$ cat config.mk
export PLATFORM = sky130hd
export DESIGN_NAME = shift_add_mult
export DESIGN_NICKNAME = d
export VERILOG_FILES = /design/src/rtl/mult_pkg.sv /design/src/rtl/rca_add.sv /design/src/rtl/shift_add_mult.sv
export SDC_FILE = /design/constraint.sdc
export NUM_CORES = 1
export LEC_CHECK = 0
export CAP_MARGIN = 30
export CELL_PAD_IN_SITES_DETAIL_PLACEMENT = 1
export CELL_PAD_IN_SITES_GLOBAL_PLACEMENT = 2
export CORE_UTILIZATION = 34
export DETAILED_ROUTE_END_ITERATION = 6
export GPL_TIMING_DRIVEN = 0
export PLACE_DENSITY = 0.93
export SYNTH_ARGS = -nofsm -noshare
export SYNTH_HDL_FRONTEND = slang
export SYNTH_HIERARCHICAL = 1
export SYNTH_SLANG_ARGS = --single-unit
export TNS_END_PERCENT = 30
$ cat constraint.sdc
create_clock -name clk -period 8.25 [get_ports clk]
set_input_delay 0.825 -clock clk [delete_from_list [all_inputs] [get_ports clk]]
set_output_delay 0.825 -clock clk [all_outputs]
set_load 0.02 [all_outputs]
$ cat src/rtl/mult_pkg.sv
// Shared constants for the shift-and-add multiplier: FSM state encoding and
// the default operand width.
package mult_pkg;

  localparam logic [1:0] ST_IDLE = 2'd0;
  localparam logic [1:0] ST_RUN  = 2'd1;
  localparam logic [1:0] ST_DONE = 2'd2;

  localparam int MULT_W = 8;

endpackage

$ cat src/rtl/rca_add.sv
// WIDTH-bit ripple-carry adder built from one full adder per bit.
// Purely combinational; the carry chain runs from bit 0 upward.
module rca_add #(
  parameter int WIDTH = 8
) (
  output logic [WIDTH-1:0] Sum,
  output logic             Co,
  input  logic [WIDTH-1:0] A,
  input  logic [WIDTH-1:0] B,
  input  logic             Ci
);

  logic [WIDTH:0] carry;

  assign carry[0] = Ci;

  for (genvar i = 0; i < WIDTH; i++) begin : g_fa
    assign Sum[i]     = A[i] ^ B[i] ^ carry[i];
    assign carry[i+1] = (A[i] & B[i]) | (carry[i] & (A[i] ^ B[i]));
  end

  assign Co = carry[WIDTH];

endmodule

$ cat src/rtl/shift_add_mult.sv
// Sequential unsigned WIDTH x WIDTH shift-and-add multiplier.
// One rca_add pass per RUN cycle adds (mcand or 0) into the upper half of
// the {acc,mq} register pair; the adder carry becomes the new top bit as the
// pair shifts right.
//
// Optional build macro: EARLY_TERM_EN -- when defined, an accepted start with
// a zero operand skips RUN and goes straight to DONE with product 0.
//
// Handshake: start is a request sampled only in IDLE or DONE (accepted at the
// rising edge where it is seen high in those states); busy is high exactly
// while the FSM is in RUN; done is a one-cycle pulse in the DONE state, and
// product is valid from that cycle until the next DONE entry or reset.
module shift_add_mult import mult_pkg::*; #(
  parameter int WIDTH = MULT_W
) (
  input  logic               clk,
  input  logic               rst_n,
  input  logic               start,
  input  logic [WIDTH-1:0]   a,
  input  logic [WIDTH-1:0]   b,
  output logic               busy,
  output logic               done,
  output logic [2*WIDTH-1:0] product
);

  localparam int              CW       = $clog2(WIDTH + 1);
  localparam logic [CW-1:0]   CNT_LAST = CW'(WIDTH - 1);

  logic [1:0]         state;
  logic [CW-1:0]      cnt;
  logic [WIDTH-1:0]   acc;
  logic [WIDTH-1:0]   mq;
  logic [WIDTH-1:0]   mcand;

  logic [WIDTH-1:0]   addend;
  logic [WIDTH-1:0]   sum;
  logic               c;
  logic [2*WIDTH-1:0] shifted;
  logic               zero_op;

  // Multiplier LSB selects whether the multiplicand is added this pass.
  assign addend = mq[0] ? mcand : '0;

  rca_add #(
    .WIDTH (WIDTH)
  ) u_add (
    .Sum (sum),
    .Co  (c),
    .A   (acc),
    .B   (addend),
    .Ci  (1'b0)
  );

  // Carry-out is kept as the new MSB, so no product bit is ever lost.
  assign shifted = {c, sum, mq[WIDTH-1:1]};

`ifdef EARLY_TERM_EN
  assign zero_op = (a == '0) || (b == '0);
`else
  assign zero_op = 1'b0;
`endif

  assign busy = (state == ST_RUN);
  assign done = (state == ST_DONE);

  // FSM, datapath registers and result register.
  always_ff @(posedge clk) begin
    if (!rst_n) begin
      state   <= ST_IDLE;
      cnt     <= '0;
      acc     <= '0;
      mq      <= '0;
      mcand   <= '0;
      product <= '0;
    end else begin
      case (state)
        ST_IDLE, ST_DONE: begin
          if (start) begin
            mcand <= a;
            mq    <= b;
            acc   <= '0;
            cnt   <= '0;
            if (zero_op) begin
              product <= '0;
              state   <= ST_DONE;
            end else begin
              state   <= ST_RUN;
            end
          end else begin
            state <= ST_IDLE;
          end
        end
        ST_RUN: begin
          {acc, mq} <= shifted;
          cnt       <= cnt + 1'b1;
          if (cnt == CNT_LAST) begin
            product <= shifted;
            state   <= ST_DONE;
          end
        end
        default: state <= ST_IDLE;
      endcase
    end
  end

endmodule

Word level (Yosys, flattened, before mapping)

Cells that the tools add are included.

Bits in registers: 46
Bits in latches: 0
Bits in writable memories: 0
ROM bits: 0
Bits of input ports: 19
Output and inout bits: 18
Memories: 0

Add/sub/neg operators: 1
Multiply operators: 0
Div/mod/pow operators: 0
Order comparisons: 0
Equal/unequal tests: 5
Shift operators: 0
Muxes and demuxes: 10
Bitwise gates (word level): 37
Reduce and logical (&&, ||, !) cells: 6

Operators with widths:

| cell                                                                  | number |
|---|---|
| 8-bit one-hot mux with 2 select lines                                 | 2 |
| 8-bit 2-to-1 mux                                                      | 3 |
| 1-bit AND                                                             | 15 |
| 1-bit bitwise XOR                                                     | 15 |
| 4-bit one-hot mux with 2 select lines                                 | 1 |
| 1-bit bitwise OR                                                      | 7 |
| 2-bit AND reduction                                                   | 3 |
| 4-bit by 1-bit adder with 4-bit output, second input constant         | 1 |
| 4-bit by 3-bit equality test with 1-bit output, second input constant | 1 |
| 4-bit 2-to-1 mux                                                      | 1 |
| 2-bit one-hot mux with 2 select lines                                 | 1 |
| 2-bit by 1-bit equality test with 1-bit output, second input constant | 1 |
| 2-bit equality test, second input constant                            | 1 |
| 2-bit zero test                                                       | 1 |
| 2-bit 2-to-1 mux                                                      | 1 |
| 2-bit by 1-bit != test with 1-bit output, second input constant       | 1 |
| 2-bit != test, second input constant                                  | 1 |
| 2-bit nonzero test                                                    | 1 |
| 2-bit OR reduction                                                    | 1 |
| 1-bit 2-to-1 mux                                                      | 1 |

Longest topological paths before layout

Gate-level depths: netlist (run 1).

Depth after elaboration: 17
Gate-level depth with buffers: 15
Depth with buffers taken out: 15

Modules after synthesis

Netlist (run 1), hierarchy kept.

Modules (own cells, without submodules):

| module         | instances | cells an instance | area each (sq um) |
|---|---|---|---|
| shift_add_mult | 1         | 182               | 1739.2 |
| rca_add        | 1         | 18                | 197.7 |

Worst setup path before layout (run 1)

No wires, ideal clock.

Path type: flip-flop to flip-flop
Start: register mq[0]
End: register acc[6]
Arrival: 3664 ps
Data required time: 8180 ps
Slack: 4516 ps
Stages on the path, launching flop included: 16
Path buffers: 0
Cell sequence: dfxtp_1 > and2_1 > fa_1 > inv_1 > fa_1 > inv_1 > fa_1 > fa_1 > fa_1 > fa_1 > fa_1 > inv_1 > fa_1 > inv_1 > nand2_1 > a21oi_1

Cells in the longest elaborated chain, start to end: 16

Ends and longest elaborated chain:

| what                                  | RTL line             | source |
|---|---|---|
| start, declared                       | shift_add_mult.sv:32 | `logic [WIDTH-1:0] mq;` |
| start signal, assigned                | shift_add_mult.sv:94 | `{acc, mq} <= shifted;` |
| 8-bit 2-to-1 mux                      | shift_add_mult.sv:42 | `assign addend = mq[0] ? mcand : '0;` |
| via addend[0]                         | shift_add_mult.sv:35 | `logic [WIDTH-1:0] addend;` |
| 1-bit AND (2 in a row)                | rca_add.sv:19        | `assign carry[i+1] = (A[i] & B[i]) \| (carry[i] & (A[i] ^ B[i]));` |
| 1-bit bitwise OR                      | rca_add.sv:19        |  |
| 1-bit AND                             | rca_add.sv:19        |  |
| 1-bit bitwise OR                      | rca_add.sv:19        |  |
| 1-bit AND                             | rca_add.sv:19        |  |
| 1-bit bitwise OR                      | rca_add.sv:19        |  |
| 1-bit AND                             | rca_add.sv:19        |  |
| 1-bit bitwise OR                      | rca_add.sv:19        |  |
| 1-bit AND                             | rca_add.sv:19        |  |
| 1-bit bitwise OR                      | rca_add.sv:19        |  |
| 1-bit AND                             | rca_add.sv:19        |  |
| 1-bit bitwise OR                      | rca_add.sv:19        |  |
| 1-bit bitwise XOR                     | rca_add.sv:18        | `assign Sum[i] = A[i] ^ B[i] ^ carry[i];` |
| via sum[7]                            | shift_add_mult.sv:36 | `logic [WIDTH-1:0] sum;` |
| 8-bit one-hot mux with 2 select lines | shift_add_mult.sv:76 | `case (state)` |
| end signal, assigned                  | shift_add_mult.sv:94 |  |
| end, declared                         | shift_add_mult.sv:31 | `logic [WIDTH-1:0] acc;` |

The timed path passes the listed nets, and every way through them passes these cells.
A chain may end at the register's enable or synchronous reset.

Final worst setup path (run 1)

Ends and elaborated chain as after synthesis.

==> metrics, run 1 <==
Total GRT Usage=0.1725; clk sinks=46; total setup buffers inserted after CTS=0; layout cell share with drive strength beyond 1=0.09877; Slew Viols, Final=0; CP max stage cell=fa_1; clock latency on the worst-skew pair=0.30 ns; Critical Path AT=4.26 ns; sequential area share after synthesis=0.4755; Final Power=0.4520 mW; count of non-filler cells in the finished layout=315; adder-cell area share of the yosys netlist=0.08915; Distinct cells, synth=27; pwr dens=180.8 nW/um^2; Crit path largest cell delay=0.41 ns; worst min path class=reg -> reg; hold_buf cts=0; DRT Wirelength=4870 um; Avg Inst Size Synth=9.684 um^2; Initial Utilization=0.3517; Mapped Nets=228; fmax=248.4 MHz; Rows=27; Die X=77.48 um; placed cells=308; Post-Synth XOR/XNOR Area=0; Hold Crit Depth=2; Core Footprint=5507 um^2; worst vdd ir=0.08058 mV; vias=1573; crit path launch type=register; Critical Path RT=8.48 ns; Setup TNS=0 ns; RePlAce Congestion=0.7416; Hold Slack=0.4564 ns; RSZ-0062 raised after global routing=false; most common cell after layout, fill and taps aside=dfxtp_1; final count of hold timing violations=0; number of antenna violations at the first check in global routing=0; reg2reg end=acc[6]; Post-layout nets=271; Crit Path Max Fanout=9; vias in the first global route=1687; worst hold start=mcand[6]; post-synthesis cell count=200; Mapped Area=1937 um^2; Min-Delay Endpoint=mcand[6]; Max Cap Viol=0; cell mode on critical path=fa_1; # diodes=0; die area=6002 um^2; Clock transition at path regs=0.08 ns; first-pass iteration count of the detailed router=4; Simple-Gate Fraction of Synth Area=0.1647; Yosys reg bits=46; vias per inst=4.994; crit-path cells=and2_1 > fa_1 > inv_1 > fa_1 > inv_1 > fa_1 > fa_1 > fa_1 > fa_1 > fa_1 > inv_1 > fa_1 > inv_1 > nand2_1 > a21oi_1; crit path time final=4.026 ns; Yosys warnings=6; GRT overflow=0; post-route ant nets=0; final setup violation count=0; post-CTS sizing=0; Setup Skew=0.008388 ns; largest net degree at the start of global routing=14; RR Startpoint=mq[0]; 1st-iter DRT viols=42; Reg2Reg Depth=15; DR WL/cell=15.46 um; CTS Buf Count=5; Slew headroom=0.6309; Leak=0.9740 nW; DRC=0; I/O Buffers=36; DP Wirelength=3435 um; fill cell total of the finished layout=627; global-route wire length before repair=7893 um; most frequent cells in the layout=46 x dfxtp_1, 36 x clkdlybuf4s50_1, 28 x a21oi_1, 25 x nand2_1, 19 x nand3_1; root buf cell=clkbuf_8; TritonCTS clock tree=done; Synth-to-Final Area Change=29.07%; outcome=finished, final reports clean; Chip Height=77.48 um; Ports=37; mux contribution to synthesized area=0.01292; Period Utilization, post-route=0.4880; R2R Setup Slk=4.22 ns; clock tree buffer depth=2; CP Class=reg -> reg; actual slew at the worst max-slew pin=0.5536 ns; H-tree lvl count=2; largest family of logic cells by synthesized area=compound AO/OA/AOI/OAI gates; Synth Area in Compound Gates=0.1867; final core occ=0.4540; Crit. End Element=register
## worst max path at each step
stage,slack [ns],startpoint,to
final,4.22,mq[0],acc[6]
after detailed placement,4.20,mq[0],acc[6]
after global routing,4.02,mq[0],acc[6]
after global placement,4.29,mq[0],acc[6]
after CTS,4.17,mq[0],acc[6]
after floorplan,4.52,mq[0],acc[6]
## where the power goes
group | total [mW] | switching [mW] | internal (mW) | leakage (nW)
Combinational | 0.0459 | 0.0256 | 0.0203 | 0.543
Clock | 0.173 | 0.0758 | 0.0970 | 0.0573
Sequential | 0.233 | 0.00498 | 0.228 | 0.374
## routing by layer
layer,track usage,vias to the layer above,wire [um]
li1,-,766,-
met2,0.3062,32,2481
met3,0.04706,4,195
met1,0.2003,771,2146
met4,0.05283,0,46
met5,0,-,0
## sequential cells by signal, indices dropped and copies added, names as in the netlist
name	count
state	2
cnt	4
mcand	8
product	16
mq	8
acc	8
## stage by stage
stage | setup slack (ns) | cell area [um^2]
2_1_floorplan | 4.516 | 1937
3_3_place_gp | 4.292 | 2387
3_5_place_dp | 4.199 | 2387
4_1_cts | 4.168 | 2500
5_1_grt | 4.016 | 2500
6_report | 4.224 | 2500
## cells by family (layout without fill, tap and decap cells)
group                      after synthesis  count (layout)
buffers and inverters                   26              69
other                                    1               1
and+or+nand+nor                         62              62
adders and majority gates                9               9
DFF                                     46              46
AOI/OAI and AO/OA                       54              54
muxes                                    2               2
## cell usage after synthesis
master	count	area (um^2)
buf_2	8	40.04
nand3b_1	1	7.510
a21oi_1	28	140.1
nand2b_1	3	18.77
nand3_1	19	95.09
nand2_1	25	93.84
mux2i_1	1	10.01
buf_1	2	7.510
a22o_1	16	140.1
nor2b_1	1	6.260
buf_4	1	7.510
and2_1	8	50.05
buf_6	3	33.78
nand4_1	1	6.260
mux2_4	1	15.01
ha_1	1	12.51
o21a_2	1	8.760
and2b_1	1	7.510
inv_1	12	45.04
nor3_4	1	16.27
a211oi_2	1	12.51
a22oi_1	8	60.06
dfxtp_1	46	920.9
nand2b_4	1	13.76
nor2_1	1	3.750
conb_1	1	3.750
fa_1	8	160.2
## final cells by class
class | instances | area [um^2] | share of cell area
multi-input combinational | 128 | 882.1 | 0.3529
clock buffer | 6 | 82.58 | 0.03303
sequential | 46 | 920.9 | 0.3684
timing repair buffer | 36 | 360.3 | 0.1441
clock inverter | 1 | 30.03 | 0.01201
tap | 72 | 90.09 | 0.03604
inverter | 12 | 45.04 | 0.01802
buffer | 14 | 88.84 | 0.03554
## worst max-delay path, delay by kind of cell, from the launching register on
kind,cells,cell delay [ns]
adders and majority gates,8,2.91
AOI/OAI and AO/OA,1,0.11
DFF,1,0.40
buffers and inverters,4,0.29
and+or+nand+nor,2,0.26
No activity file was read; power rests on OpenSTA's default activity.
==> run 2, diff against run 1 <==
CORE_UTILIZATION = 28   (was 34)
PLACE_DENSITY = 0.83   (was 0.93)
clock period = 3.7 ns   (was 8.25 ns; I/O delays follow)
==> run 2 against run 1 <==
Die area grew 21%. Global-route usage shrank 3.3 points. Largest cell class unchanged. Cell area is 0.35% higher. Flip-flop and latch count unchanged. Critical path type unchanged. Non-clock buffer count increased by 1. Sequential share of layout area about the same. Hold slack worse by 0.0025 ns. Largest power group unchanged.
==> metrics, run 2 (synthesis gave the netlist of run 1 again) <==
clock tree buffer depth=2 (unchanged); outcome=finished, final reports clean; Net Sw Power=0.2305 mW (+120%); Multi-input gate area=894.6 um^2 (+1.4%); TritonCTS clock tree=done; Clock transition at path regs=0.08 ns (about the same); vias in the first global route=1617 (-4.1%); Max Cap Viol=0 (unchanged); Most flops, register=product; Core Footprint=6495 um^2 (+18%); Period Utilization, post-route=0.9892 (+0.5013); final count of hold timing violations=0 (unchanged); max reg flops=16 (unchanged); DR WL/cell=14.47 um (-6.4%); DRC=0 (unchanged); post-route setup slack=0.03980 ns (-4.184 ns); crit path time final=3.660 ns (-0.3657 ns); Initial Utilization=0.2982 (-0.05353); crit path launch type=register; Hold Slack=0.4540 ns (-0.002464 ns); actual slew at the worst max-slew pin=0.6062 ns (+0.05251 ns); first-pass iteration count of the detailed router=4 (unchanged); Crit. End Element=register; Register Area=924.6 um^2 (+0.41%); most common cell after layout, fill and taps aside=dfxtp_1; DRT Wirelength=4659 um (-4.3%); Ports=37 (unchanged); Placement Setup Slack=-0.2579 ns (-4.457 ns); Crit Path Max Fanout=2 (-7); I/O Buffers=36 (unchanged); most frequent cells in the layout=45 x dfxtp_1, 36 x clkdlybuf4s50_1, 28 x a21oi_1, 25 x nand2_1, 19 x nand3_1; RSZ-0062 raised after global routing=true; Slew headroom=0.5959 (-0.03501); GRT overflow=0 (unchanged); Int Pwr=0.7061 mW (+100%); clock latency on the worst-skew pair=0.29 ns (about the same); final core occ=0.3862 (-0.06774); # diodes=0 (unchanged); Post-layout nets=272 (+0.37%); CP Class=reg -> reg; global-route wire length before repair=7810 um (-1.1%); 1st-iter DRT viols=46 (+9.5%); Critical Path AT=3.88 ns (-0.38 ns); fill cell total of the finished layout=760 (+21%); H-tree lvl count=2 (unchanged); clk sinks=46 (unchanged); worst vdd ir=0.1272 mV (+58%); RePlAce Congestion=0.7627 (+2.8%); Die X=85.17 um (+9.9%); Synth-to-Final Area Change=29.52%; sequential power share=0.554 (+0.038); vias=1554 (-1.2%); Setup Skew=0.005100 ns (-0.003287 ns); layout cell share with drive strength beyond 1=0.1306 (+0.03185); Sw Share=0.2461 (+0.01081); Logic pwr share=0.111 (+0.009); fmax=273.2 MHz (+10%); Leak=0.9556 nW (-1.9%); Total GRT Usage=0.1399 (-0.03255); post-route ant nets=0 (unchanged); Rows=29 (+7.4%); Slew Viols, Final=0 (unchanged); pwr dens=373.4 nW/um^2 (+110%); worst min path class=reg -> reg; die area=7254 um^2 (+21%); largest net degree at the start of global routing=14 (unchanged); CTS Buf Count=5 (unchanged); final setup violation count=0 (unchanged); number of antenna violations at the first check in global routing=0 (unchanged); Clock power frac=0.335 (-0.047); vias per inst=4.826 (-3.4%); Critical Path RT=3.92 ns (-4.56 ns); root buf cell=clkbuf_8; DP Wirelength=3266 um (-4.9%); Chip Height=85.17 um (+9.9%)
==> run 2: path summary, 6_finish.rpt <==
kind	from	endpoint	slack (ns)	cells past startpoint
worst max-delay path	mq[0]	acc[6]	0.04	15
worst min-delay path	mcand[7]	mcand[7]	0.45	2
worst max register to register	mq[0]	acc[6]	0.04	15
worst min register to register	mcand[7]	mcand[7]	0.45	2
==> run 2: metal layers <==
layer,GRT usage,share of wire,wire (um)
met1,0.1797,0.48,2219
met2,0.2390,0.48,2253
met3,0.03210,0.037,171
met4,0.03236,0.0030,14
met5,0,0,0
==> run 2: cell type report <==
| cell class | instances | share of cell area |
|---|---|---|
| tap | 77 | 0.03840 |
| buffer | 14 | 0.03541 |
| inverter | 12 | 0.01796 |
| clock inverter | 1 | 0.001995 |
| multi-input combinational | 128 | 0.3566 |
| clock buffer | 7 | 0.03441 |
| timing repair buffer | 37 | 0.1466 |
| sequential | 46 | 0.3686 |
==> run 2: repair_timing <==
action                     in CTS  in global routing
gates resized for setup         6                  1
setup endpoints to repair       4                  2
gates cloned                    0                  0
hold buffers                    0                  0
setup buffers                   1                  0
==> run 2: worst max-delay path: stages (launching register included) <==
cell and delay (ns):
dfxtp_4 0.36, and2_1 0.16, fa_1 0.38, inv_1 0.07
fa_1 0.16, inv_1 0.05, fa_2 0.33, fa_2 0.34
fa_2 0.35, fa_2 0.35, fa_2 0.33, inv_1 0.07
fa_1 0.42, inv_2 0.07, nand2_1 0.04, a21oi_1 0.12
==> run 2: power groups by stage <==
stage	registers, mW	logic, mW	clock network, mW
after CTS	0.519	0.107	0.329
after detailed placement	0.532	0.103	0
after global placement	0.532	0.102	0
after floorplan	0.528	0.0605	0
final	0.519	0.104	0.314
after global routing	0.520	0.116	0.343
==> run 2: through the flow <==
step / cell area [um^2] / total power, mW / setup TNS (ns) / std cells
floorplan: 1939 / 0.5888 / 0 / 200
global placement: 2396 / 0.6338 / -0.5273 / 313
detailed placement: 2396 / 0.6350 / -0.5396 / 313
CTS: 2509 / 0.9544 / 0 / 322
global route: 2509 / 0.9802 / -0.2303 / 322
finish: 2509 / 0.9366 / 0 / 322
==> run 3, diff against run 2 <==
CTS_CLUSTER_SIZE = 10   (was unset)
==> results of run 3 <==
Same layout as run 2: the final DEF is identical, and so are final timing and power.
